### config.mk
export PLATFORM = sky130hd
export DESIGN_NAME = serial_to_parallel_sync
export DESIGN_NICKNAME = d
export VERILOG_FILES = /design/src/rtl/serial_to_parallel_sync.sv
export SDC_FILE = /design/constraint.sdc
export NUM_CORES = 1
export LEC_CHECK = 0
export BUFFER_PORTS_ARGS = -buffer_cell sky130_fd_sc_hd__buf_2
export CAP_MARGIN = 10
export CORE_ASPECT_RATIO = 1.1
export CORE_MARGIN = 4
export CORE_UTILIZATION = 55
export CTS_BUF_LIST = sky130_fd_sc_hd__clkbuf_16
export DETAILED_ROUTE_END_ITERATION = 10
export PLACE_DENSITY = 0.76
export SYNTH_ARGS = -nofsm -noshare
export SYNTH_HDL_FRONTEND = slang
export SYNTH_SLANG_ARGS = --single-unit
export TNS_END_PERCENT = 10
### constraint.sdc
create_clock -name clk_32f -period 2.2 [get_ports clk_32f]
set_input_delay 0.44 -clock clk_32f [delete_from_list [all_inputs] [get_ports clk_32f]]
set_output_delay 0.44 -clock clk_32f [all_outputs]
set_load 0.1 [all_outputs]
### src/rtl/serial_to_parallel_sync.sv
// Receive-side deserializer: hunts for COM bit-by-bit, confirms byte alignment over
// SYNC_COMS consecutive COMs, then delivers registered bytes with valid and strobe.
module serial_to_parallel_sync #(
  parameter logic [7:0]  COM       = 8'hBC,
  parameter logic [7:0]  IDLE      = 8'h7C,
  parameter int unsigned SYNC_COMS = 4
) (
  input  logic       clk_32f,
  input  logic       reset,
  input  logic       serial_in,
  output logic [7:0] data_out,
  output logic       valid_out,
  output logic       byte_stb,
  output logic       active
);

  typedef enum logic [1:0] {
    S_HUNT   = 2'd0,
    S_ALIGN  = 2'd1,
    S_ACTIVE = 2'd2
  } state_t;

  localparam logic [3:0] SYNC_W = SYNC_COMS[3:0];

  state_t     r_state;
  state_t     w_state_nxt;
  logic [6:0] r_sr;
  logic [2:0] r_bit_cnt;
  logic [2:0] w_bit_cnt_nxt;
  logic [3:0] r_com_cnt;
  logic [3:0] w_com_cnt_nxt;
  logic [7:0] r_data;
  logic       r_valid;
  logic       r_stb;

  logic [7:0] w_nb;
  logic       w_is_com;
  logic       w_boundary;
  logic       w_stb_nxt;
  logic       w_load;
  logic       w_valid_nxt;

  // Only the low seven bits of the shift history are ever read back, so only those are stored.
  assign w_nb       = {r_sr, serial_in};
  assign w_is_com   = (w_nb == COM);
  assign w_boundary = (r_bit_cnt == 3'd7);

  // NOTE: sequential state uses non-blocking assignments so every register samples pre-edge values.
  always_ff @(posedge clk_32f) begin
    if (reset) begin
      r_sr <= 7'd0;
    end else begin
      r_sr <= w_nb[6:0];
    end
  end

  // NOTE: reset is synchronous; it is only seen at a clock edge and overrides every other update.
  always_ff @(posedge clk_32f) begin
    if (reset) begin
      r_state   <= S_HUNT;
      r_bit_cnt <= 3'd0;
      r_com_cnt <= 4'd0;
    end else begin
      r_state   <= w_state_nxt;
      r_bit_cnt <= w_bit_cnt_nxt;
      r_com_cnt <= w_com_cnt_nxt;
    end
  end

  // NOTE: every combinational output gets a default first so no latch is inferred.
  always_comb begin
    w_state_nxt   = r_state;
    w_bit_cnt_nxt = r_bit_cnt;
    w_com_cnt_nxt = r_com_cnt;
    unique case (r_state)
      S_HUNT: begin
        w_bit_cnt_nxt = 3'd0;
        if (w_is_com) begin
          w_com_cnt_nxt = 4'd1;
          w_state_nxt   = (SYNC_W == 4'd1) ? S_ACTIVE : S_ALIGN;
        end
      end
      S_ALIGN: begin
        w_bit_cnt_nxt = r_bit_cnt + 3'd1;
        if (w_boundary) begin
          if (w_is_com) begin
            w_com_cnt_nxt = r_com_cnt + 4'd1;
            if ((r_com_cnt + 4'd1) == SYNC_W) begin
              w_state_nxt = S_ACTIVE;
            end
          end else begin
            // Misaligned or corrupted comma: drop lock and rescan from the next bit.
            w_com_cnt_nxt = 4'd0;
            w_bit_cnt_nxt = 3'd0;
            w_state_nxt   = S_HUNT;
          end
        end
      end
      S_ACTIVE: begin
        w_bit_cnt_nxt = r_bit_cnt + 3'd1;
      end
      default: begin
        w_state_nxt   = S_HUNT;
        w_bit_cnt_nxt = 3'd0;
        w_com_cnt_nxt = 4'd0;
      end
    endcase
  end

  always_comb begin
    w_stb_nxt   = w_boundary && (r_state != S_HUNT);
    w_load      = w_boundary && (r_state == S_ACTIVE);
    w_valid_nxt = !w_is_com && (w_nb != IDLE);
    active      = (r_state == S_ACTIVE);
  end

  // Byte outputs update on the edge that samples a byte's last bit and hold for the slot.
  always_ff @(posedge clk_32f) begin
    if (reset) begin
      r_data  <= 8'd0;
      r_valid <= 1'b0;
      r_stb   <= 1'b0;
    end else begin
      r_stb <= w_stb_nxt;
      if (w_load) begin
        r_data  <= w_nb;
        r_valid <= w_valid_nxt;
      end
    end
  end

  assign data_out  = r_data;
  assign valid_out = r_valid;
  assign byte_stb  = r_stb;

endmodule

==> impl.org <==
** Timing
- Setup violations remaining at the end of the flow were counted as 0.
- Headroom to the max-slew limit came out at 0.672.
- The final number of hold-violating endpoints was 0.
- Max Transition Viols Final :: 0
- Dividing the final minimum period by the clock period gives 0.830.
- After routing, the total negative slack on setup checks comes to 0 ps.
- Setup repair after global routing missed its margin :: no
- Subtracting the final worst setup slack from the clock period gives around 1800 ps.
- Maximum clock frequency :: around 550 MHz
- Final setup slack of the worst path :: about 370 ps
- Worst Max-Slew Pin Slew :: a little under 500 ps
- Clock tree skew after final layout :: ~4.5 ps

** Clocking
- Number of buffers created by CTS :: 3
- H-tree levels :: 1
- The clock passes through at most 2 buffers.
- The clock drives 26 sinks.
- Post-CTS Resized :: 0
- Clock-pin slew of the registers on the worst-case setup and hold paths :: around 60 ps
- After clock tree synthesis, the flow added hold-fix buffers numbering 0.
- The clock reaches the later pin of the worst-skew pair after 260 ps.
- The cell sitting at the root of the clock tree is a clkbuf_16.
- CTS tree :: built
- Post-CTS timing repair inserted 0 buffers for setup.

** Yosys
- The synthesized netlist contains 36 unique library cells.
- Post-synthesis area per instance :: ~9.2 um2
- Most numerous cell in the Yosys netlist :: dfxtp_1
- After synthesis, the most frequently instantiated cells are dfxtp_1, nand2_1, a21oi_1, nor2b_1, ha_1.
- Arithmetic-cell share of the synthesized area counting full adders, half adders and majority gates :: 0.0770
- Simple-gate share of the synthesized area :: 0.267
- Main flop type after synthesis :: dfxtp_1
- Post-synth EDFFs :: 0
- Share of the synthesized netlist area taken by xor and xnor gates :: 0.00770
- By area the synthesized netlist is led by dfxtp_1, ha_1, nand2_1, a21oi_1, nor2b_1.
- The post-synthesis compound-gate area fraction is 0.152.
- Yosys printed 0 warnings.
- The largest total area in the synthesized netlist belongs to dfxtp_1.
- The portion of synthesized area spent on multiplexers is 0.00880.
- Synthesis produced a netlist with a net count of roughly 130.
- Register area share after synthesis :: 0.458
- Number of storage elements in the synthesis netlist :: 26
- The share of synthesized area in the top cell type comes to 0.458.
- The cell area that synthesis handed to floorplanning was approximately 0.0011 mm2.
- Count of mapped cells out of synthesis :: around 120
- Share of flip-flops with an asynchronous set or reset after synthesis :: 0
- By area, the combinational part of the netlist is dominated by simple AND/OR/NAND/NOR gates.

** Floorplanning
- Starting utilization of the core area :: 0.575
- From bottom edge to top edge, the die measures ~56 um.
- Measured along the x axis, the die boundary spans 51.4 um.
- The initialized floorplan defines 17 standard-cell rows.
- The die covers between 0.002 and 0.003 mm2.
- Top-level I/O count :: 14
- Core box area :: ~0.002 mm2

** Power
- Of the total power, combinational logic draws 0.016.
- Static power due to leakage :: approximately 0.54 nW
- P_sw :: 0.175 mW
- Sw Ratio :: 0.195
- Total power for the finished layout comes to approximately 0.9 mW.
- The share of total power dissipated in the clock network is 0.452.
- Power per standard cell area :: 686 mW/mm2
- The share of total power dissipated in sequential elements is 0.532.
- Cell internal pwr :: between 0.7 and 0.8 mW
- Across the VDD grid, the largest voltage drop is roughly 0.54 mV.

** Final layout
- For this run, the post-layout net count is roughly 150.
- The repair_antennas step left the layout with diodes totalling 0.
- Area of the multi-input gates :: around 580 um2
- Area occupied by registers :: 520 um2
- Growth of design area from synthesis to finish :: 14.7%
- Proportion of layout cells with a drive suffix above 1 :: 0.146
- After filler insertion, the fill cell instance count of the layout stands at 157.

** GRT
- Global-route wire length before repair :: roughly 4.2 mm
- Global-route usage over all layers :: 0.191
- Maximum number of pins on one net before global-route repair :: 22
- The initial antenna violation count came to 0.
- For this run the aggregate overflow at the end of global routing stands at 0.
- Vias in the first global route :: ~940

** Critical path
- Data required time of the critical path :: 1760 ps
- Critical path startpoint category :: flip-flop
- Largest fanout on the critical path :: 6
- STA classifies the critical path endpoint as an output port.
- Critical setup path kind :: reg2out
- Data arrives at the worst endpoint at between 1000 and 1500 ps.

** Route
- Summed over all layers, the routed wires come to around 2.4 mm.
- Detailed-route DRC error count :: 0
- Drt wl/cell :: approximately 15 um
- In this run the remaining antenna-violating nets after routing total 0.
- Post-DR vias/cell :: 5.62
- Initial DRT Pass Iterations :: 4
- Total number of vias :: ~930
- Initial DRC count :: 27

** Placement
- IO Port Bufs :: 13
- Summed over all nets, the half-perimeter wirelength after detailed placement is between 1.5 and 2 mm.
- The congestion estimate from routability-driven global placement came to ~0.94.
- Pre-CTS setup slack :: between 300 and 400 ps

** Min path
- Hold crit path type :: in2reg

** Job
- The tool flagged a number of max-cap violations equal to 0.

** Run status
- The flow ran to the end, and the final reports show no timing, DRC or antenna violations.
-- power groups by stage --
stage	Combinational, mW	Sequential, mW	Clock (mW)
after floorplan	0.00936	0.486	0
after detailed placement	0.0140	0.487	0
final	0.0140	0.477	0.405
after global placement	0.0135	0.487	0
after CTS	0.0141	0.476	0.409
after global routing	0.0160	0.476	0.429
-- state kept, by name, summed over array words and instances (netlist names) --
signal and flops:
data_out 8, byte_stb 1, r_bit_cnt 3, r_com_cnt 4, r_state 2, valid_out 1, r_sr 7
-- critical path: stages, from the launching register on --
cell	delay, ps
dfxtp_1	330
inv_1	90
ha_1	250
buf_2	460
-- metal layers --
metal / vias up / global-route usage / wire, um
met5: - / 0 / 0
met1: 437 / 0.229 / 1050
li1: 467 / - / -
met2: 18 / 0.319 / 1210
met3: 5 / 0.0402 / 95
met4: 0 / 0.0936 / 50
-- layout by cell type (no fill, tap or decap), types with 2 or more instances in the layout --
cell	n
dfxtp_1	26
nand2_1	20
buf_2	13
a21oi_1	12
nor2b_1	8
ha_1	7
inv_1	6
nor2_1	4
nand4_1	3
nor4_1	3
o31ai_1	3
clkbuf_16	3
nand2b_1	2
and4_1	2
nor3_1	2
-- cell type report --
type / instances / area share
inverters: 6 / 0.0173
clock inverters: 1 / 0.00288
repair buffers: 13 / 0.0499
well taps: 28 / 0.0268
multi-input cells: 88 / 0.447
clock buffers: 3 / 0.0575
flip-flops and latches: 26 / 0.399
-- kinds of logic (layout without fill, tap and decap cells) --
logic type,after synthesis,after routing
buf+inv,9,23
fa+ha+maj,7,7
mux,1,1
flops,26,26
compound gates,25,25
xor+xnor,1,1
simple gates,54,54
-- stage by stage --
stage	util	instance area, um2	hold WS, ps	instances
after floorplan	-	1140	449	123
after global placement	0.620	1230	441	161
after detailed placement	0.620	1230	445	161
after CTS	0.660	1310	453	165
after global routing	0.660	1310	469	165
final	0.660	1310	454	165
-- path summary, 6_finish.rpt --
kind | start | endpoint | slack, ps | cells after the start
max | r_state[0] | active | 370 | 3
min | serial_in | data_out[0] | 450 | 3
max reg2reg | r_state[1] | r_com_cnt[2] | 410 | 6
min reg2reg | data_out[3] | data_out[3] | 460 | 2
No activity file was read; power rests on OpenSTA's default activity.
